<file path="src/rtl/calc_pkg.sv">
// Shared symbol encoding for the calculator keyboard/display path.
// The scan-code converter produces these 4-bit codes and the display back-end
// consumes them, so both sides import this package.
//   symbol_t   : 4-bit symbol code (0-9 digits, A-F operators/controls)
//   CODE_*     : named operator and control codes
//   is_symbol  : true for codes that occupy a display slot (0-D)
package calc_pkg;

    typedef logic [3:0] symbol_t;

    localparam symbol_t CODE_MINUS = 4'hA;
    localparam symbol_t CODE_PLUS  = 4'hB;
    localparam symbol_t CODE_MUL   = 4'hC;
    localparam symbol_t CODE_MOD   = 4'hD;
    localparam symbol_t CODE_BKSP  = 4'hE;
    localparam symbol_t CODE_EMPTY = 4'hF;

    // All segments off on an active-low display.
    localparam logic [6:0] SEG_BLANK = 7'h7F;

    // Digits and operators are stored; backspace and empty are not.
    function automatic logic is_symbol(symbol_t code);
        return (code < CODE_BKSP);
    endfunction

endpackage

</file>
<file path="src/rtl/seg7_decode.sv">
// Combinational symbol to 7-segment pattern decoder.
// Ports:
//   sym : symbol code to display
//   seg : segments {g,f,e,d,c,b,a}, active-low (0 = lit)
// Backspace and empty codes decode to a blank digit.
module seg7_decode
    import calc_pkg::*;
(
    input  symbol_t    sym,
    output logic [6:0] seg
);

    always_comb begin
        seg = SEG_BLANK;
        case (sym)
            4'h0:       seg = 7'b1000000;
            4'h1:       seg = 7'b1111001;
            4'h2:       seg = 7'b0100100;
            4'h3:       seg = 7'b0110000;
            4'h4:       seg = 7'b0011001;
            4'h5:       seg = 7'b0010010;
            4'h6:       seg = 7'b0000010;
            4'h7:       seg = 7'b1111000;
            4'h8:       seg = 7'b0000000;
            4'h9:       seg = 7'b0010000;
            CODE_MINUS: seg = 7'b0111111;
            CODE_PLUS:  seg = 7'b0001111;
            CODE_MUL:   seg = 7'b0001001;
            CODE_MOD:   seg = 7'b0011101;
            default:    seg = SEG_BLANK;
        endcase
    end

endmodule

</file>
<file path="src/rtl/display_buffer_driver.sv">
// Calculator display back-end: right-entry shift buffer of symbol codes with
// backspace and clear, time-multiplexed onto a common-anode 7-segment display.
// Ports:
//   clk, rst    : clock, synchronous active-high reset
//   code_in     : symbol code, qualified by the one-cycle code_valid strobe
//   clear       : one-cycle strobe emptying the buffer (wins over code_valid)
//   seg_out     : segments {g,f,e,d,c,b,a}, active-low, registered
//   an_out      : digit anodes, active-low one-hot, registered
//   buffer_full : high while every slot holds a symbol
// Slot 0 is the rightmost digit; new symbols enter there and push older ones left.
module display_buffer_driver
    import calc_pkg::*;
#(
    parameter int NUM_DIGITS  = 4,
    parameter int REFRESH_DIV = 100_000
) (
    input  logic                  clk,
    input  logic                  rst,
    input  logic [3:0]            code_in,
    input  logic                  code_valid,
    input  logic                  clear,
    output logic [6:0]            seg_out,
    output logic [NUM_DIGITS-1:0] an_out,
    output logic                  buffer_full
);

    localparam int CW = $clog2(NUM_DIGITS + 1);
    localparam int IW = $clog2(NUM_DIGITS);
    localparam int RW = $clog2(REFRESH_DIV);

    localparam logic [CW-1:0] FULL_COUNT = CW'(NUM_DIGITS);
    localparam logic [IW-1:0] LAST_INDEX = IW'(NUM_DIGITS - 1);
    localparam logic [RW-1:0] LAST_TICK  = RW'(REFRESH_DIV - 1);

    symbol_t                  slot_reg [NUM_DIGITS];
    symbol_t                  slot_next [NUM_DIGITS];
    logic [CW-1:0]            count_reg;
    logic [CW-1:0]            count_next;
    logic [RW-1:0]            refresh_reg;
    logic [IW-1:0]            index_reg;
    logic [6:0]               seg_reg;
    logic [NUM_DIGITS-1:0]    an_reg;
    logic                     full_reg;
    logic                     entry_en;
    logic                     bksp_en;
    logic [6:0]               seg_decoded;

    // clear masks both operations so it always wins in a shared cycle.
    always_comb begin
        entry_en = code_valid && !clear && is_symbol(code_in) && (count_reg != FULL_COUNT);
        bksp_en  = code_valid && !clear && (code_in == CODE_BKSP) && (count_reg != '0);
    end

    always_comb begin
        count_next = count_reg;
        if (clear) begin
            count_next = '0;
        end else if (entry_en) begin
            count_next = count_reg + 1'b1;
        end else if (bksp_en) begin
            count_next = count_reg - 1'b1;
        end
    end

    // Per-slot next value: entry pulls from the right neighbour (or code_in),
    // backspace pulls from the left neighbour (or an empty code at the top).
    for (genvar gi = 0; gi < NUM_DIGITS; gi++) begin : g_slot
        symbol_t from_right;
        symbol_t from_left;

        if (gi == 0) begin : g_first
            assign from_right = code_in;
        end else begin : g_inner_r
            assign from_right = slot_reg[gi-1];
        end

        if (gi == NUM_DIGITS - 1) begin : g_last
            assign from_left = CODE_EMPTY;
        end else begin : g_inner_l
            assign from_left = slot_reg[gi+1];
        end

        assign slot_next[gi] = clear    ? CODE_EMPTY :
                               entry_en ? from_right :
                               bksp_en  ? from_left  :
                                          slot_reg[gi];

        always_ff @(posedge clk) begin
            if (rst) begin
                slot_reg[gi] <= CODE_EMPTY;
            end else begin
                slot_reg[gi] <= slot_next[gi];
            end
        end
    end

    always_ff @(posedge clk) begin
        if (rst) begin
            count_reg <= '0;
            full_reg  <= 1'b0;
        end else begin
            count_reg <= count_next;
            full_reg  <= (count_next == FULL_COUNT);
        end
    end

    // Digit scan: each digit stays selected for REFRESH_DIV cycles.
    always_ff @(posedge clk) begin
        if (rst) begin
            refresh_reg <= '0;
            index_reg   <= '0;
        end else if (refresh_reg == LAST_TICK) begin
            refresh_reg <= '0;
            index_reg   <= (index_reg == LAST_INDEX) ? '0 : index_reg + 1'b1;
        end else begin
            refresh_reg <= refresh_reg + 1'b1;
        end
    end

    seg7_decode u_decode (
        .sym (slot_reg[index_reg]),
        .seg (seg_decoded)
    );

    // Pin drivers are registered, so they trail index/buffer state by one cycle.
    always_ff @(posedge clk) begin
        if (rst) begin
            seg_reg <= SEG_BLANK;
            an_reg  <= '1;
        end else begin
            seg_reg <= seg_decoded;
            an_reg  <= ~(NUM_DIGITS'(1) << index_reg);
        end
    end

    assign seg_out     = seg_reg;
    assign an_out      = an_reg;
    assign buffer_full = full_reg;

endmodule

</file>
<file path="config.mk">
export PLATFORM = sky130hd
export DESIGN_NAME = display_buffer_driver
export DESIGN_NICKNAME = d
export VERILOG_FILES = /design/src/rtl/calc_pkg.sv /design/src/rtl/seg7_decode.sv /design/src/rtl/display_buffer_driver.sv
export SDC_FILE = /design/constraint.sdc
export NUM_CORES = 1
export LEC_CHECK = 0
export CAP_MARGIN = 10
export CORE_ASPECT_RATIO = 1.4
export CORE_MARGIN = 2
export CORE_UTILIZATION = 45
export CTS_BUF_LIST = sky130_fd_sc_hd__clkbuf_16
export DETAILED_ROUTE_END_ITERATION = 10
export REMOVE_ABC_BUFFERS = 1
export SLEW_MARGIN = 20
export SYNTH_ARGS = -nofsm -noshare
export SYNTH_HDL_FRONTEND = slang
export SYNTH_SLANG_ARGS = --single-unit
export TNS_END_PERCENT = 1
</file>
<file path="constraint.sdc">
create_clock -name clk -period 5.7 [get_ports clk]
set_input_delay 1.14 -clock clk [delete_from_list [all_inputs] [get_ports clk]]
set_output_delay 1.14 -clock clk [all_outputs]
set_load 0.05 [all_outputs]
</file>
==> flow_summary_export.csv <==
group,metric,value,unit
clock_tree,cts_buffers,5,
worst_setup_path,crit_type,"in -> reg",
layout,fin_nets,307,
grt,grt_pass1_vias,1779,
layout,drive_gt1_share,7.34,%
clock_tree,cts_htree_levels,2,
placed_design,pre_cts_ws,2.60,ns
yosys,synth_top_cell_by_area,"dfxtp_1",
worst_setup_path,start_kind,"primary input",
placed_design,post-dp-hpwl,3310,um
grt,gr-usage-met1,18.7,%
timing,rsz0062_at_grt,"no",
route,via_count,1875,
run,drv_cap,0,
route,final_antenna_net_count,0,
yosys,yosysSeqAreaShare,41.6,%
yosys,async_reset_ff_share,0,%
layout,antenna_cells,0,
clock_tree,cts_resized,0,
layout,n_fill_cell,517,
timing,whs,0.465,ns
placed_design,portBuffers,19,
grt,grtUsageMet3,3.93,%
clock_tree,max-clock-path-buffers,2,
timing,drv_slew,0,
layout,largest_reg_flops,17,
worst_setup_path,arrival,2.95,ns
placed_design,gp_congestion,0.773,
clock_tree,cts_setup_buffers,0,
grt,grtUsageMet2,29.7,%
timing,period_needed,2.79,ns
yosys,ys.flop_type,"dfxtp_1",
timing,finalSetupTns,0,ns
timing,hold_violations,0,
layout,area_delta_synth_final,15.8,%
yosys,synth_most_common_cell,"dfxtp_1",
power_and_ir_drop,cellLeakagePower,1.07,nW
timing,min_period_over_period,48.9,%
die,fp.coreArea,0.00545,mm^2
grt,grt_max_degree,27,
power_and_ir_drop,ir_drop,246,uV
clock_tree,hold_buffers,0,
timing,setup_viol,0,
yosys,syn-cell-area,0.00250,mm^2
die,num_rows,32,
run_status,outcome,"completed",
power_and_ir_drop,p_total,0.000720,W
power_and_ir_drop,pwr_density_cell,249,mW/mm^2
grt,grt-ovfl-total,0,
die,dieArea,0.00618,mm^2
clock_tree,root_buffer,"clkbuf_16",
yosys,ys_ff_latch,52,
worst_hold_path,hold_class,"reg -> reg",
route,totalWireLength,4640,um
worst_setup_path,critical_path_required,5.86,ns
grt,grt.busiest_layer,"met2",
route,avgRoutedWirePerCell,13.1,um
yosys,yosys-top-cells-count,"dfxtp_1, nor2_1, inv_1, ha_1, o21ai_0",
timing,fin_ws,2.91,ns
route,dr.pass1.iters,4,
yosys,postSynthCellCount,268,
die,start_util,45.9,%
clock_tree,cts_tree,"built",
timing,worst_pin_slew,0.578,ns
route,drc,0,
worst_setup_path,path_max_fanout,23,
clock_tree,clk_latency,0.29,ns
die,die_h,92.2,um
clock_tree,clk_pin_slew_worst_paths,0.07,ns
die,floorplan.io_pins,20,
worst_setup_path,cp-end-kind,"flop",
yosys,avgSynthCellArea,9.33,um^2
die,die_w,67.0,um
yosys,yosysWarnings,0,
grt,grt_antenna_before_repair,0,
route,viasPerCell,5.30,
yosys,synth_area_leaders,"dfxtp_1, ha_1, nor2_1, xnor2_1, mux2i_1",
timing,skew,0.00846,ns
timing,slew_headroom,61.3,%
grt,grt_usage,16.6,%
yosys,synth_edf_count,0,
grt,grt_pass1_wl,7920,um
clock_tree,cts.sinks,52,
route,drtIter0Drc,128,
yosys,synth_top_cell_area_share,41.6,%
yosys,yosysUniqueCellTypes,41,
timing,fmax,359,MHz
==> kinds of logic after synthesis <==
| family | count (synthesis) | share of synthesized area (%) |
|---|---|---|
| and+or+nand+nor | 97 | 21.4 |
| DFF | 52 | 41.6 |
| AOI/OAI and AO/OA | 47 | 12.9 |
| buffers and inverters | 32 | 5.26 |
| adders and majority gates | 14 | 7.01 |
| xor gates and xnor gates | 13 | 4.55 |
| muxes | 13 | 7.21 |
==> power breakdown <==
group	total (W)	switching, W	internal, W
sequential	0.000373	0.00000411	0.000369
combinational	0.0000480	0.0000290	0.0000189
clock	0.000299	0.000136	0.000164
total	0.000720	0.000169	0.000551
==> layout make-up <==
| class | count | area (um^2) | area share, % |
|---|---|---|---|
| clock buffer | 5 | 125 | 4.32 |
| clock inverter | 3 | 21.3 | 0.735 |
| inverter | 21 | 78.8 | 2.72 |
| multi-input combinational | 184 | 1340 | 46.2 |
| sequential | 52 | 1040 | 36.0 |
| tap | 68 | 85.1 | 2.94 |
| timing repair buffer | 21 | 205 | 7.09 |
==> path summary, 6_finish.rpt <==
path                  start               to  slack, ns  cells after the start
max              code_in[3]   slot_reg[0][3]       2.91                      6
min          refresh_reg[0]   refresh_reg[0]       0.47                      1
min reg2reg  refresh_reg[0]   refresh_reg[0]       0.47                      1
max reg2reg  refresh_reg[0]  refresh_reg[10]       3.49                      5
==> per-stage QoR <==
stage / area, um^2 / util [%] / std cells
detailed placement: 2750 / 50.5 / 346
floorplan: 2450 / - / 257
CTS: 2900 / 53.2 / 354
finish: 2900 / 53.2 / 354
global route: 2900 / 53.2 / 354
global placement: 2750 / 50.5 / 346
==> layer usage <==
metal  routed length [um]  vias up
li1                     -      975
met2                 2430       19
met4                   70        0
met1                 2020      875
met5                    0        -
met3                  123        6
==> worst max-delay path, stage by stage <==
cell and delay, ns:
clkdlybuf4s50_1 0.52, and3_1 0.27, nor4b_2 0.22, buf_4 0.31, or2_0 0.35, o21ai_0 0.14
==> cell usage in the layout (no fill, tap or decap), types with 4 or more instances in the layout <==
| cell type | netlist | routed |
|---|---|---|
| mux4_2 | 4 | 4 |
| clkdlybuf4s50_1 | 0 | 19 |
| a21oi_1 | 4 | 4 |
| nor2_1 | 33 | 33 |
| nand3_1 | 4 | 4 |
| nand4_1 | 5 | 5 |
| mux2i_1 | 9 | 9 |
| nor3_1 | 5 | 4 |
| clkbuf_16 | 0 | 5 |
| nand2b_1 | 12 | 12 |
| a221oi_1 | 7 | 7 |
| xnor2_1 | 11 | 11 |
| or3_1 | 9 | 9 |
| dfxtp_1 | 52 | 52 |
| a21o_1 | 5 | 5 |
| a22oi_1 | 8 | 8 |
| nand2_1 | 8 | 8 |
| nor4_1 | 5 | 5 |
| o21ai_0 | 14 | 14 |
| ha_1 | 14 | 14 |
| inv_1 | 21 | 21 |
Note: power is estimated with default switching activity, not from simulation.
